===== src/rtl/puf_uart_seq.sv =====
// UART command sequencer for the PUF core: decodes S/W/R opcodes and streams replies.
// Optional WAIT-state timeout is built when PUF_SEQ_TIMEOUT_EN is defined.
module puf_uart_seq #(
  parameter int unsigned       SEL_W       = 8,
  parameter int unsigned       WAIT_W      = 16,
  parameter logic [WAIT_W-1:0] WAIT_DEF    = 16'd100,
  parameter logic [23:0]       TIMEOUT_CYC = 24'd1_000_000
) (
  input  logic              clk,
  input  logic              rst,
  input  logic [7:0]        uart_rx_data,
  input  logic              uart_rx_valid,
  input  logic              uart_tx_busy,
  output logic [SEL_W-1:0]  seq_tx_data,
  output logic              seq_tx_valid,
  output logic              puf_req_o,
  output logic [SEL_W-1:0]  puf_sel_o,
  output logic [WAIT_W-1:0] puf_wait_cyc_o,
  input  logic              puf_valid_i,
  input  logic              puf_done_i,
  input  logic              puf_busy_i,
  input  logic [5:0]        puf_q_i,
  input  logic [5:0]        puf_qn_i
);

  localparam logic [7:0] OpSel  = 8'h53;
  localparam logic [7:0] OpWait = 8'h57;
  localparam logic [7:0] OpRun  = 8'h52;
  localparam logic [7:0] RspOk  = 8'h4B;
  localparam logic [7:0] RspBad = 8'h3F;

  typedef enum logic [2:0] {StIdle, StArg, StReq, StWait, StSend, StHold} state_e;

  state_e              r_state, w_state;
  logic                r_is_w, w_is_w;
  logic                r_arg_cnt, w_arg_cnt;
  logic [7:0]          r_arg_hi, w_arg_hi;
  logic [SEL_W-1:0]    r_sel, w_sel;
  logic [WAIT_W-1:0]   r_wait, w_wait;
  logic [7:0]          r_rsp0, w_rsp0;
  logic [7:0]          r_rsp1, w_rsp1;
  logic                r_two, w_two;
  logic                r_guard, w_guard;
  logic [SEL_W-1:0]    r_tx_data, w_tx_data;
  logic                r_tx_valid, w_tx_valid;
  logic                r_req, w_req;

`ifdef PUF_SEQ_TIMEOUT_EN
  localparam logic [7:0] RspTmo = 8'h54;
  logic [23:0]         r_tmo_cnt, w_tmo_cnt;
`else
  logic [23:0]         w_unused_tmo;
  assign w_unused_tmo = TIMEOUT_CYC;
`endif

  always_comb begin
    w_state    = r_state;
    w_is_w     = r_is_w;
    w_arg_cnt  = r_arg_cnt;
    w_arg_hi   = r_arg_hi;
    w_sel      = r_sel;
    w_wait     = r_wait;
    w_rsp0     = r_rsp0;
    w_rsp1     = r_rsp1;
    w_two      = r_two;
    w_guard    = r_guard;
    w_tx_data  = r_tx_data;
    w_tx_valid = 1'b0;
    w_req      = 1'b0;
`ifdef PUF_SEQ_TIMEOUT_EN
    w_tmo_cnt  = r_tmo_cnt;
`endif
    unique case (r_state)
      StIdle: begin
        if (uart_rx_valid) begin
          case (uart_rx_data)
            OpSel:   begin w_state = StArg; w_is_w = 1'b0; w_arg_cnt = 1'b0; end
            OpWait:  begin w_state = StArg; w_is_w = 1'b1; w_arg_cnt = 1'b0; end
            OpRun:   w_state = StReq;
            default: begin w_rsp0 = RspBad; w_two = 1'b0; w_state = StSend; end
          endcase
        end
      end
      StArg: begin
        if (uart_rx_valid) begin
          if (!r_is_w) begin
            w_sel   = SEL_W'(uart_rx_data);
            w_rsp0  = RspOk;
            w_two   = 1'b0;
            w_state = StSend;
          end else if (!r_arg_cnt) begin
            w_arg_hi  = uart_rx_data;
            w_arg_cnt = 1'b1;
          end else begin
            w_wait  = WAIT_W'({r_arg_hi, uart_rx_data});
            w_rsp0  = RspOk;
            w_two   = 1'b0;
            w_state = StSend;
          end
        end
      end
      StReq: begin
        if (!puf_busy_i) begin
          w_req   = 1'b1;
          w_state = StWait;
`ifdef PUF_SEQ_TIMEOUT_EN
          w_tmo_cnt = 24'd0;
`endif
        end
      end
      StWait: begin
        if (puf_done_i) begin
          w_rsp0  = {puf_valid_i, 1'b0, puf_q_i};
          w_rsp1  = {2'b00, puf_qn_i};
          w_two   = 1'b1;
          w_state = StSend;
        end
`ifdef PUF_SEQ_TIMEOUT_EN
        else if (r_tmo_cnt == TIMEOUT_CYC - 24'd1) begin
          w_rsp0  = RspTmo;
          w_two   = 1'b0;
          w_state = StSend;
        end else begin
          w_tmo_cnt = r_tmo_cnt + 24'd1;
        end
`endif
      end
      StSend: begin
        if (!uart_tx_busy) begin
          w_tx_valid = 1'b1;
          w_tx_data  = SEL_W'(r_rsp0);
          w_guard    = 1'b1;
          w_state    = StHold;
        end
      end
      StHold: begin
        // First HOLD cycle ignores busy: the transmitter may not have raised it yet.
        if (r_guard) begin
          w_guard = 1'b0;
        end else if (!uart_tx_busy) begin
          if (r_two) begin
            w_rsp0  = r_rsp1;
            w_two   = 1'b0;
            w_state = StSend;
          end else begin
            w_state = StIdle;
          end
        end
      end
      default: w_state = StIdle;
    endcase
  end

  always_ff @(posedge clk) begin
    if (rst) begin
      r_state    <= StIdle;
      r_is_w     <= 1'b0;
      r_arg_cnt  <= 1'b0;
      r_arg_hi   <= '0;
      r_sel      <= '0;
      r_wait     <= WAIT_DEF;
      r_rsp0     <= '0;
      r_rsp1     <= '0;
      r_two      <= 1'b0;
      r_guard    <= 1'b0;
      r_tx_data  <= '0;
      r_tx_valid <= 1'b0;
      r_req      <= 1'b0;
`ifdef PUF_SEQ_TIMEOUT_EN
      r_tmo_cnt  <= '0;
`endif
    end else begin
      r_state    <= w_state;
      r_is_w     <= w_is_w;
      r_arg_cnt  <= w_arg_cnt;
      r_arg_hi   <= w_arg_hi;
      r_sel      <= w_sel;
      r_wait     <= w_wait;
      r_rsp0     <= w_rsp0;
      r_rsp1     <= w_rsp1;
      r_two      <= w_two;
      r_guard    <= w_guard;
      r_tx_data  <= w_tx_data;
      r_tx_valid <= w_tx_valid;
      r_req      <= w_req;
`ifdef PUF_SEQ_TIMEOUT_EN
      r_tmo_cnt  <= w_tmo_cnt;
`endif
    end
  end

  assign seq_tx_data    = r_tx_data;
  assign seq_tx_valid   = r_tx_valid;
  assign puf_req_o      = r_req;
  assign puf_sel_o      = r_sel;
  assign puf_wait_cyc_o = r_wait;

endmodule


===== config.mk =====
export PLATFORM = sky130hd
export DESIGN_NAME = puf_uart_seq
export DESIGN_NICKNAME = d
export VERILOG_FILES = /design/src/rtl/puf_uart_seq.sv
export SDC_FILE = /design/constraint.sdc
export NUM_CORES = 1
export LEC_CHECK = 0
export ABC_CLOCK_PERIOD_IN_PS = 2360
export CAP_MARGIN = 25
export CORE_ASPECT_RATIO = 1.4
export CORE_MARGIN = 8
export CORE_UTILIZATION = 40
export CTS_BUF_LIST = sky130_fd_sc_hd__clkbuf_8
export DETAILED_ROUTE_END_ITERATION = 8
export PLACE_DENSITY = 0.69
export RECOVER_POWER = 25
export SLEW_MARGIN = 20
export SYNTH_ARGS = -nofsm -noshare
export SYNTH_HDL_FRONTEND = slang
export SYNTH_SLANG_ARGS = --single-unit

===== constraint.sdc =====
create_clock -name clk -period 2.36 [get_ports clk]
set_clock_uncertainty 0.15 [all_clocks]
set_input_delay 0.354 -clock clk [delete_from_list [all_inputs] [get_ports clk]]
set_output_delay 0.354 -clock clk [all_outputs]
set_load 0.01 [all_outputs]

[Word-level counts from Yosys, hierarchy flattened]
Cells that the tools add are included.
Word-level totals
  register bits: 63
  word-level logic and storage cells: 99
  input bits: 27
  output and inout bits: 34
Cells by class
  equal/unequal tests: 20
  bitwise operators: 5
  mux-type cells: 41
  reduce and logical (&&, ||, !) cells: 20
Operators by type and width (number)
  $mux W8: 9
  $pmux W8 S4: 1
  $mux W3: 10
  $eq A8 B7 Y1 const B: 3
  $ne A2 B2 Y1 const B: 11
  $pmux W3 S6: 1
  $reduce_and A8 Y1: 2
  $mux W1: 15
  $reduce_and A9 Y1: 1
  $reduce_and A4 Y1: 2
  $eq A3 B2 Y1 const B: 2
  $eq A3 B3 Y1 const B: 2
  $pmux W1 S2: 3
  $pmux W3 S2: 1
  $reduce_and A2 Y1: 3
  $reduce_and A3 Y1: 2
  $reduce_bool A2 Y1: 3
  $reduce_or A2 Y1: 3
  $not A1 Y1: 5
  $reduce_and A5 Y1: 1
  $pmux W1 S4: 1
  $reduce_bool A4 Y1: 1
  $eq A3 B1 Y1 const B: 1
  $logic_not A3 Y1: 1
  2 further kinds: 2

[Logic depth before layout (Yosys ltp)]
  word-level depth: 5
  gate-level depth with buffers: 8

[Worst setup path after synthesis]
OpenSTA, ideal clock, no wires.
  kind: input port to flip-flop
  start: input port uart_rx_data[3]
  end: register r_is_w
  required time: 2082 ps
  stages: 5
  data arrival time: 1502 ps
  library setup time: 128 ps
  path slack: 581 ps
  path through: nand4bb_1 > or3_1 > or3_1 > mux2i_1 > nor2_1
Between the ends
  cells in the longest elaborated chain, start to end: 3
  elaborated cells on any way between the ends: 5
RTL lines
  from (decl): line 11  | input logic [7:0] uart_rx_data,
  $eq A8 B7 Y1: line 76  | case (uart_rx_data)
  $reduce_bool A2 Y1 (no source line)
  $reduce_and A3 Y1 (no source line)
  to (signal assigned): line 174  | r_is_w <= w_is_w;
  to (decl): line 35  | logic r_is_w, w_is_w;
Parallel ways exist; a longest one is shown, timed or not.
A chain may end at the register's enable or synchronous reset.

[Worst setup path in the final report]
  start: register r_state[1]
  end: register r_rsp0[7]
Between the ends
  cells in the longest elaborated chain, start to end: 3
  elaborated cells on any way between the ends: 15
RTL lines
  from (decl): line 34  | state_e r_state, w_state;
  from (signal assigned): line 156  | r_state <= StIdle;
  from (signal assigned): line 173  | r_state <= w_state;
  $eq A3 B1 Y1 (tied with other cells): line 73  | unique case (r_state)
  $ne A3 B3 Y1 (no source line) (tied with other cells)
  $reduce_and A9 Y1 (no source line)
  to (signal assigned): line 179  | r_rsp0 <= w_rsp0;
  to (decl): line 40  | logic [7:0] r_rsp0, w_rsp0;
Parallel ways exist; a longest one is shown, timed or not.

==> qor.yml <==
clocking:
  cts_sinks: 63
  post_cts_buffers: 0
  cts_hold_buf: 0
  cts.clk_slew.worst_paths_ps: 70
  insertion_delay_ps: 340
  cts-buffers-inserted: 9
  clock-root-buffer: "clkbuf_8"
  max-clock-path-buffers: 2
  cts-htree-levels: 3
  ctsResizeCount: 0
  cts_tree: "built"
sta:
  post-route-period-util_pct: 88.9
  setup_slack_ps: 262
  rsz0062_at_grt: "false"
  tightest_slew_ps: 470
  finalSetupViolations: 0
  fmax_mhz: 477
  final.min_clock_period_ps: 2100
  fin_tns_setup_ps: 0
  hold_viol: 0
  slew_viol_final: 0
  relSlewSlack_pct: 68.5
critical_path:
  critPathBufInv: 2
  crit_fanout: 12
  worst_path_largest_cell_delay_ps: 620
  path_class: "reg -> reg"
  worstReg2RegStart: "r_state[1]"
  crit_chain: "clkbuf_1, nor2b_1, o21ai_1, a2111oi_4, buf_12, nand2b_1, a21oi_1"
  end_kind: "flip-flop"
  crit_start: "r_state[1]"
  arrival_ps: 2220
  cpLargestDelayFamily: "flip-flops"
  worstPathRequired_ps: 2480
  cp_slowest_cell: "dfxtp_1"
  cp-start-kind: "flip-flop"
detailed_routing:
  wl_um: 6400
  initialDrtViolationCount: 115
  post_drt_via_cell_ratio: 5.00
  wl_per_cell_um: 14.3
  antenna_left: 0
  dr.pass1.iters: 4
  via_count: 2241
  drc: 0
global_routing:
  grt.overflow.total: 0
  grt.total_usage_pct: 14.3
  grt_pass1_vias: 2236
  antenna_found_initial: 0
  grt_max_degree: 44
  grt_pass1_wl_um: 11100
power:
  leakagePower_uw: 0.00141
  vdd_drop_max_v: 0.000343
  power_density_nw_per_um2: 669
logic_synthesis:
  async_reset_ff_share_pct: 0
  synth_common_cells: "nand2_1, dfxtp_1, nor2_1, a21oi_1, mux2i_1"
  avgSynthCellArea_um2: 8.84
  ys_warn_count: 0
  synth.distinct_cells: 44
  yosysMostFrequentCell: "nand2_1"
  ys_seq_area_share_pct: 48.2
  syn_nets: 323
  yosysTopAreaCell: "dfxtp_1"
  synth_edf_count: 0
  synthCells: 296
  synth-main-ff-cell: "dfxtp_1"
  netlist_area_um2: 2620
  synth_top_area_share_pct: 48.2
  yosys-top-cells-area: "dfxtp_1, nand2_1, mux2i_1, a21oi_1, nor2_1"
  synth-seq-cells: 63
placement:
  dpl.hpwl_um: 4690
  portBuffers: 60
  gp_congestion: 0.803
  dpl_worst_slack_ps: 24.6
floorplanning:
  dieWidth_um: 84.4
  top_level_ports: 61
  start_util_pct: 40.6
  rows: 35
  die_area_um2: 9420
  die_h_um: 112
  core_um2: 6440
outcome:
  run_status: "complete, no violations"
job:
  maxCapViolCount: 0
finish:
  fill_cells: 596
  diodes: 0
  area_delta_synth_final_pct: 36.7
  nets: 396
  drive_above_1_share_pct: 13.6
hold_path:
  hold_start: "rst"
  min_path_type: "in -> reg"
==> stage by stage <==
step | instance area [um2] | power (uW) | hold slack (ps) | std cells | util, %
2_1_floorplan | 2620 | 1370 | 281 | 296 | -
3_3_place_gp | 3390 | 1520 | 289 | 432 | 52.7
3_5_place_dp | 3390 | 1520 | 296 | 432 | 52.7
4_1_cts | 3580 | 2420 | 261 | 448 | 55.6
5_1_grt | 3580 | 2520 | 284 | 448 | 55.5
6_report | 3580 | 2390 | 269 | 448 | 55.5
==> cell families (layout without fill, tap and decap cells) <==
kind of cell	Yosys count	count (layout)	synth area share, %
simple gates	136	136	25.4
flops	63	63	48.2
compound gates	56	56	14.8
buf+inv	22	100	4.26
mux	19	19	7.27
==> worst reg2reg max path: cells and delay by family, from the launching register on <==
kind | cells | cell delay, ps
buffers and inverters | 2 | 530
AO/OA/AOI/OAI | 3 | 520
AND/OR/NAND/NOR | 2 | 230
flip-flops | 1 | 620
==> report_power, final <==
part           leakage [uW]  switching (uW)  total [uW]  internal [uW]
Combinational      0.000801             174         358            185
Clock              0.000100             417         897            479
Sequential         0.000510            33.5        1140           1100
Total               0.00141             624        2390           1770
==> routing by layer <==
metal	track usage, %	vias up	wire [um]
met3	5.11	12	348
met5	0	-	0
met2	22.3	56	3170
li1	-	1168	-
met4	6.70	0	148
met1	17.1	1005	2730
==> worst paths after layout <==
| kind | to | depth (start not counted) | slack, ps |
|---|---|---|---|
| setup / recovery | r_rsp0[7] | 7 | 260 |
| hold / removal | seq_tx_valid | 2 | 270 |
| setup reg to reg | r_rsp0[7] | 7 | 260 |
| hold reg to reg | puf_wait_cyc_o[14] | 2 | 300 |
==> sequential cells by signal, summed over array words and instances, names as in the netlist <==
| name | count |
|---|---|
| puf_wait_cyc_o | 16 |
| r_rsp0 | 8 |
| r_two | 1 |
| puf_sel_o | 8 |
| r_rsp1 | 6 |
| r_is_w | 1 |
| puf_req_o | 1 |
| r_arg_cnt | 1 |
| r_guard | 1 |
| seq_tx_data | 8 |
| r_state | 3 |
| seq_tx_valid | 1 |
| r_arg_hi | 8 |
==> cell type report <==
class / instances / area (um2) / share of cell area [%]
Timing Repair Buffer: 82 / 782 / 21.9
Sequential cell: 63 / 1260 / 35.3
Clock inverter: 7 / 65.1 / 1.82
Inverter: 2 / 7.51 / 0.210
Multi-Input combinational cell: 211 / 1240 / 34.8
Clock buffer: 9 / 124 / 3.46
Tap cell: 74 / 92.6 / 2.59
==> layout by cell type, fill, tap and decap left out, types with 4 or more instances in the layout <==
cell type         n
mux2i_1          19
nor2b_1           5
dfxtp_1          63
clkbuf_8          9
nor2_1           30
nand2_1          65
a211oi_1          6
buf_4            19
dlygate4sd3_1    22
nand3b_1          4
nand2b_1          5
clkdlybuf4s50_1  37
a21oi_1          29
Note: power is estimated with default switching activity, not from simulation.
